### src/rtl/pwm_pkg.sv
// Shared types and duty conversion helpers for the PID PWM output stage.
package pwm_pkg;

  typedef enum logic [1:0] {
    StLowOn,
    StDeadR,
    StHighOn,
    StDeadF
  } gate_state_e;

  // Clamp an integer duty request into [0, hi].
  function automatic longint clamp_duty(input longint v, input longint hi);
    if (v < 0) begin
      return 0;
    end else if (v > hi) begin
      return hi;
    end
    return v;
  endfunction

  function automatic logic duty_clamped(input longint v, input longint hi);
    return (v < 0) || (v > hi);
  endfunction

endpackage

### src/rtl/pwm_deadtime.sv
// Gate FSM: turns the raw PWM reference into complementary gate drives with a fixed dead time.
module pwm_deadtime
  import pwm_pkg::*;
#(
  parameter int unsigned DEAD = 4
) (
  input  logic clk,
  input  logic rst_n,
  input  logic raw,
  input  logic fault_lat,
  output logic pwm_h,
  output logic pwm_l
);

  localparam int unsigned DtW = $clog2(DEAD + 1);
  localparam logic [DtW-1:0] DeadC = DtW'(DEAD);

  gate_state_e    state_q, state_d;
  logic [DtW-1:0] dt_q, dt_d;
  logic           pwm_h_d, pwm_l_d;

  always_ff @(posedge clk or negedge rst_n) begin
    if (!rst_n) begin
      state_q <= StLowOn;
      dt_q    <= '0;
      pwm_h   <= 1'b0;
      pwm_l   <= 1'b0;
    end else begin
      state_q <= state_d;
      dt_q    <= dt_d;
      pwm_h   <= pwm_h_d;
      pwm_l   <= pwm_l_d;
    end
  end

  // dt counts DEAD..1; the dead state is left in the cycle dt reads 1.
  always_comb begin
    state_d = state_q;
    dt_d    = dt_q;
    if (fault_lat) begin
      state_d = StDeadF;
      dt_d    = DeadC;
    end else begin
      case (state_q)
        StLowOn: begin
          if (raw) begin
            state_d = StDeadR;
            dt_d    = DeadC;
          end
        end
        StDeadR: begin
          if (!raw) begin
            state_d = StLowOn;
          end else if (dt_q <= DtW'(1)) begin
            state_d = StHighOn;
          end else begin
            dt_d = dt_q - DtW'(1);
          end
        end
        StHighOn: begin
          if (!raw) begin
            state_d = StDeadF;
            dt_d    = DeadC;
          end
        end
        StDeadF: begin
          if (raw) begin
            state_d = StHighOn;
          end else if (dt_q <= DtW'(1)) begin
            state_d = StLowOn;
          end else begin
            dt_d = dt_q - DtW'(1);
          end
        end
        default: state_d = StLowOn;
      endcase
    end
  end

  always_comb begin
    pwm_h_d = (state_d == StHighOn);
    pwm_l_d = (state_d == StLowOn);
  end

endmodule

### src/rtl/pid_pwm_out.sv
// Center-aligned PWM output stage for the PID controller, with shadowed duty and fault latch.
module pid_pwm_out
  import pwm_pkg::*;
#(
  parameter int unsigned W      = 32,
  parameter int unsigned FW     = 16,
  parameter int unsigned CW     = 12,
  parameter int unsigned PERIOD = 100,
  parameter int unsigned DEAD   = 4
) (
  input  logic                clk,
  input  logic                rst_n,
  input  logic signed [W-1:0] din,
  input  logic                din_valid,
  input  logic                fault,
  input  logic                fault_clr,
  output logic                tick,
  output logic                pwm_h,
  output logic                pwm_l,
  output logic                sat,
  output logic                fault_lat,
  output logic [CW-1:0]       cnt
);

  localparam logic [CW-1:0] PeriodC = CW'(PERIOD);

  logic [CW-1:0]       cnt_q, cnt_d;
  logic                dir_down_q, dir_down_d;
  logic                run_q;
  logic                tick_q;
  logic [CW-1:0]       shadow_q, duty_q;
  logic                shadow_sat_q, sat_q;
  logic                fault_lat_q, fault_lat_d;
  logic signed [W-1:0] din_int;
  logic [CW-1:0]       duty_new;
  logic                sat_new;
  logic                raw;

  assign din_int  = din >>> FW;
  assign duty_new = CW'(clamp_duty(longint'(din_int), longint'(PERIOD)));
  assign sat_new  = duty_clamped(longint'(din_int), longint'(PERIOD));

  // The first cycle after reset release is spent at cnt==0 so the first tick is not lost.
  always_comb begin
    cnt_d      = cnt_q;
    dir_down_d = dir_down_q;
    if (!run_q) begin
      cnt_d = '0;
    end else if (!dir_down_q) begin
      if (cnt_q == PeriodC) begin
        cnt_d      = PeriodC - CW'(1);
        dir_down_d = 1'b1;
      end else begin
        cnt_d = cnt_q + CW'(1);
      end
    end else begin
      cnt_d = cnt_q - CW'(1);
      if (cnt_q == CW'(1)) begin
        dir_down_d = 1'b0;
      end
    end
  end

  always_comb begin
    fault_lat_d = fault_lat_q;
    if (fault) begin
      fault_lat_d = 1'b1;
    end else if (fault_clr) begin
      fault_lat_d = 1'b0;
    end
  end

  always_ff @(posedge clk or negedge rst_n) begin
    if (!rst_n) begin
      cnt_q        <= '0;
      dir_down_q   <= 1'b0;
      run_q        <= 1'b0;
      tick_q       <= 1'b0;
      shadow_q     <= '0;
      shadow_sat_q <= 1'b0;
      duty_q       <= '0;
      sat_q        <= 1'b0;
      fault_lat_q  <= 1'b0;
    end else begin
      run_q       <= 1'b1;
      cnt_q       <= cnt_d;
      dir_down_q  <= dir_down_d;
      tick_q      <= (cnt_d == '0);
      fault_lat_q <= fault_lat_d;
      if (din_valid) begin
        shadow_q     <= duty_new;
        shadow_sat_q <= sat_new;
      end
      // A request arriving in the tick cycle bypasses the shadow.
      if (tick_q) begin
        duty_q <= din_valid ? duty_new : shadow_q;
        sat_q  <= din_valid ? sat_new : shadow_sat_q;
      end
    end
  end

  assign raw = (duty_q == PeriodC) || (cnt_q < duty_q);

  // The gate FSM sees the next latch value so gates drop in the same cycle fault_lat rises.
  pwm_deadtime #(
    .DEAD(DEAD)
  ) u_deadtime (
    .clk      (clk),
    .rst_n    (rst_n),
    .raw      (raw),
    .fault_lat(fault_lat_d),
    .pwm_h    (pwm_h),
    .pwm_l    (pwm_l)
  );

  assign tick      = tick_q;
  assign sat       = sat_q;
  assign fault_lat = fault_lat_q;
  assign cnt       = cnt_q;

endmodule

### config.mk
export PLATFORM = sky130hd
export DESIGN_NAME = pid_pwm_out
export DESIGN_NICKNAME = d
export VERILOG_FILES = /design/src/rtl/pwm_pkg.sv /design/src/rtl/pwm_deadtime.sv /design/src/rtl/pid_pwm_out.sv
export SDC_FILE = /design/constraint.sdc
export NUM_CORES = 1
export LEC_CHECK = 0
export CORE_MARGIN = 2
export CORE_UTILIZATION = 46
export CTS_CLUSTER_SIZE = 8
export DETAILED_ROUTE_END_ITERATION = 8
export GPL_TIMING_DRIVEN = 0
export PLACE_DENSITY = 0.76
export SYNTH_ARGS = -nofsm -noshare
export SYNTH_HDL_FRONTEND = slang
export SYNTH_HIERARCHICAL = 1
export SYNTH_SLANG_ARGS = --single-unit
### constraint.sdc
create_clock -name clk -period 2.5 [get_ports clk]
set_clock_uncertainty 0.1 [all_clocks]
set_input_delay 0.25 -clock clk [delete_from_list [all_inputs] [get_ports clk]]
set_output_delay 0.25 -clock clk [all_outputs]
set_load 0.01 [all_outputs]
---- Yosys cells after proc, flatten, opt, wreduce, memory -nomap -nowiden ----
Cells that the tools add are included.
storage, ports and cells
  bits in registers ....................... 49
  input port bits ......................... 37
  output and inout bits ................... 17
  word-level logic and storage cells ...... 67
cells by class
  $add $sub $neg .......................... 3
  magnitude comparators ................... 4
  equal/unequal tests ..................... 11
  multiplexer cells ....................... 30
  reduce and logical (&&, ||, !) cells .... 6
operators with widths
  kind                   number
  $mux 12                5
  $eq 12x7->1 const B    2
  $mux 3                 6
  $gt 16x8->1 const B    1
  $lt 16x1->1 const B    1
  $mux 2                 7
  $mux 7                 2
  $add 12x1->12 const B  1
  $eq 12x1->1 const B    1
  $logic_not 12->1       1
  $lt 12x12->1           1
  $pmux 3 s4             1
  $sub 12x1->12 const B  1
  $mux 1                 8
  $pmux 2 s4             1
  $eq 2x2->1 const B     3
  $ne 3x2->1 const B     2
  $ne 3x3->1 const B     2
  $logic_not 2->1        2
  $reduce_and 4->1       1
  $le 3x1->1 const B     1
  $sub 3x1->3 const B    1
  $eq 2x1->1 const B     1
  $logic_or 1x1->1       2

---- Logic depth before layout (Yosys ltp) ----
  depth after elaboration ................. 6
  depth in mapped cells ................... 10
  gate-level depth less buffers ........... 10

---- Hierarchy ----
Netlist, hierarchy kept.
modules (own cells, without submodules)
  module        instances  cells an instance  area an instance (um2)  sequential area each (um2)
  pid_pwm_out   1          225                2244.7                  1051.0
  pwm_deadtime  1          35                 380.4                   175.2

---- Least setup slack after synthesis ----
No wires, ideal clock.
  kind .................................... register -> register
  start ................................... register cnt_q[5] (netlist: cnt[5])
  end ..................................... register u_deadtime.dt_q[2]
  setup time .............................. 124 ps
  data arrival time ....................... 2154 ps
  data required time ...................... 2276 ps
  setup slack ............................. 122 ps
  cell stages (with the launch flop) ...... 10
  path buffers ............................ 0
  period minus slack after synthesis ...... 2378 ps
  path through ............................ dfrtp_1 ha_1 a21o_1 a21o_1 a21oi_1 o21ai_0 a21oi_1 xor2_2 mux2i_1 o21bai_1
on the way
  word-level cells in the longest chain between the ends .. 4
  elaborated cells on any way between the ends .. 7
  classes of those cells .................. order compare: 1; eq/ne: 4; reduce/logical: 2
ends and longest elaborated chain
  element                                                    line                RTL
  start: declaration                                         pid_pwm_out.sv:27   logic [CW-1:0] cnt_q, cnt_d;
  start signal: assignment                                   pid_pwm_out.sv:86   cnt_q <= cnt_d;
  $lt 12x12->1 *                                             pid_pwm_out.sv:102  assign raw = (duty_q == PeriodC) || (cnt_q < duty_q);
  $logic_or 1x1->1 *                                         pid_pwm_out.sv:102
  named net raw                                              pid_pwm_out.sv:37   logic raw;
  $ne 3x3->1 (no source line) or $ne 3x2->1 (tied branches)  -
  $reduce_and 4->1 (no source line) *                        -
  end signal: assignment                                     pwm_deadtime.sv:30  dt_q <= dt_d;
  end: declaration                                           pwm_deadtime.sv:19  logic [DtW-1:0] dt_q, dt_d;
The timed path passes the listed nets; every way through them passes the cells marked *.
A chain may end at the register's enable or synchronous reset.

---- Worst setup path after layout ----
  start ................................... register cnt_q[5] (netlist: cnt[5])
  end ..................................... register u_deadtime.dt_q[0]
The elaborated chain is that of the path after synthesis.

==> results.json <==
{
  "status": "finished, final reports clean",
  "slew_viol_final": 0,
  "die_y_um": 79.5,
  "cp_max_fo": 6,
  "hold_ws_ns": 0.304,
  "drive_gt1_share_pct": 13.2,
  "cts_buffers": 5,
  "synth_nets": 313,
  "vias": 2068,
  "path_clk_slew_ns": 0.10,
  "grt_pass1_wl_um": 9220,
  "maxCapViolations": 0,
  "synth_area_um2": 2630,
  "postRouteAntennaNets": 0,
  "finish.utilization_pct": 58.8,
  "antenna_cells": 0,
  "synthesis.instances": 260,
  "vdd_drop_max_mv": 0.349,
  "worstSkewPairLatency_ns": 0.31,
  "synth_top_area_cell": "dfrtp_1",
  "yosys_register_bits": 49,
  "place_area_um2": 3100,
  "grt_max_degree": 32,
  "synth-edff-count": 0,
  "max_stage_delay_ns": 0.46,
  "grt_pass1_vias": 2022,
  "grt_usage_pct": 18.6,
  "path_class": "reg -> reg",
  "rsz0062_at_grt": "no",
  "ys_types": 54,
  "die_area_um2": 6330,
  "syn_area_per_cell_um2": 10.1,
  "synthTopCellsByArea": "dfrtp_1, ha_1, nand2_1",
  "io_pins": 54,
  "nFillCells": 476,
  "routedWlPerCell_um": 14.1,
  "leakagePower_nw": 1.49,
  "area_growth_pct": 23.3,
  "synth_top_area_share_pct": 46.7,
  "vias_per_cell": 5.41,
  "wirelength_um": 5380,
  "finalNonFillerCells": 382,
  "worstPathRequired_ns": 2.64,
  "yosysWarnings": 6,
  "cts_buffer_depth": 2,
  "synthFlopType": "dfrtp_1",
  "place.gp.congestion": 0.911,
  "core_region_area_um2": 5510,
  "cts_num_sinks": 49,
  "crit_chain": "ha_1, a21o_1, a21o_1, a21oi_1, o21ai_0, a21oi_2, buf_4, xnor2_1, o21ai_0, a21oi_1",
  "period_share_pct": 93.8,
  "htree_levels": 2,
  "crit_arrival_ns": 2.49,
  "port_buffers": 37,
  "initial_core_util_pct": 47.7,
  "cp-start-kind": "register",
  "cellPowerDensity_nw_per_um2": 492,
  "worstHoldPathType": "in -> async",
  "cts_root_buffer": "clkbuf_8",
  "cts_tree": "built",
  "antenna_found_initial": 0,
  "drc_errors": 0,
  "ys_seq_area_share_pct": 46.7,
  "grt-ovfl-total": 0,
  "die_width_um": 79.5,
  "final_area_um2": 3240,
  "synthArstFlopShare_pct": 100,
  "num_rows": 27,
  "drt-pass1-iter-count": 4,
  "dp_hpwl_um": 4050,
  "final_cell_mix": "dfrtp_1, clkdlybuf4s50_1, nand2_1",
  "critical_path.slowest_cell": "dfrtp_2",
  "finalCriticalPeriod_ns": 2.35,
  "placed_cells": 370,
  "initialDrtViolationCount": 167,
  "setup_tns_ns": 0,
  "timing.fmax_mhz": 426,
  "layout.nets": 362,
  "end_kind": "register",
  "finalHoldViolCount": 0,
  "layout_commonest_cell": "dfrtp_1",
  "setup_violations": 0
}
through the flow:
| step | power (W) | setup slack, ns |
|---|---|---|
| after global routing | 0.00167 | 0.0329 |
| after CTS | 0.00161 | 0.0756 |
| after floorplan | 0.000993 | 0.122 |
| final | 0.00159 | 0.155 |
| after global placement | 0.00109 | -0.337 |
| after detailed placement | 0.00110 | -0.0797 |
worst max-delay path, delay by kind of cell (launching register included):
| kind | cells | cell delay, ns |
|---|---|---|
| compound gates | 7 | 1.08 |
| flops | 1 | 0.46 |
| fa+ha+maj | 1 | 0.33 |
| buf+inv | 1 | 0.16 |
| xor+xnor | 1 | 0.14 |
where the power goes:
group	total, W	internal (W)	leakage, nW	switching [W]
logic	0.000227	0.000117	0.814	0.000110
clock network	0.000506	0.000210	0.0506	0.000297
registers	0.000860	0.000827	0.628	0.0000328
total	0.00159	0.00115	1.49	0.000440
Yosys cell counts (all sizes together) (3+ instances only):
cell type,n
or2,3
and3,4
inv,21
nand2,23
a21oi,12
dfrtp,49
clkbuf,3
nor2,20
xor2,9
a21o,6
nand3b,3
o21ai,12
nor3,5
ha,16
or3,3
nand3,3
a31oi,6
nor4,8
nand4,4
nand2b,8
mux2,7
a211oi,5
nor2b,5
metal layers:
| layer | routed length [um] | part of all wire, % | track usage, % | up-vias |
|---|---|---|---|---|
| li1 | - | - | - | 1015 |
| met1 | 2440 | 45 | 23.7 | 980 |
| met2 | 2600 | 48 | 31.7 | 61 |
| met3 | 242 | 4.5 | 3.62 | 12 |
| met4 | 90 | 1.7 | 6.21 | 0 |
| met5 | 0 | 0 | 0 | - |
cell families after synthesis:
logic type,after synthesis,share of synthesized area [%]
AND/OR/NAND/NOR,96,20.9
AO/OA/AOI/OAI,53,13.4
flip-flops,49,46.7
buffers and inverters,26,3.86
adder cells (fa/ha/maj),16,7.63
XOR/XNOR,11,3.96
multiplexers,8,3.38
other,1,0.143
flip-flops by register name, summed over array words and instances, names as in the netlist:
signal,flops
u_deadtime/dt_q,3
tick,1
duty_q,12
u_deadtime/state_q,2
u_deadtime/pwm_h,1
shadow_sat_q,1
shadow_q,12
dir_down_q,1
u_deadtime/pwm_l,1
fault_lat,1
run_q,1
sat,1
cnt,12
final cells by class:
type                            instances  area [um^2]  area share, %
Buffer                                  5         22.5          0.696
Clock buffer                            5         68.8           2.13
Clock inverter                          3         28.8          0.889
Inverter                               21         78.8           2.44
Multi-Input combinational cell        185         1300           40.2
Sequential cell                        49         1230           37.9
Tap cell                               72         90.1           2.78
Timing Repair Buffer                   42          418           12.9
path summary, 6_finish.rpt:
path | end | slack, ns | start | depth (start not counted)
min reg2reg | shadow_q[3] | 0.39 | shadow_q[3] | 2
min in group clk | shadow_q[3] | 0.39 | shadow_q[3] | 2
max reg2reg | u_deadtime/dt_q[0] | 0.15 | cnt[5] | 10
min | cnt[2] | 0.30 | rst_n | 2
max | u_deadtime/dt_q[0] | 0.15 | cnt[5] | 10
max in group asynchronous | duty_q[5] | 1.49 | rst_n | 3
what timing repair did:
action                                 in CTS  in global routing
endpoints found under the hold margin      18                  0
setup endpoints to repair                   3                  3
pin swaps                                   1                  1
hold buffers                                1                  0
gates resized for setup                     1                  1
setup buffers                               1                  2
cloned                                      0                  0
No activity file was read; power rests on OpenSTA's default activity.
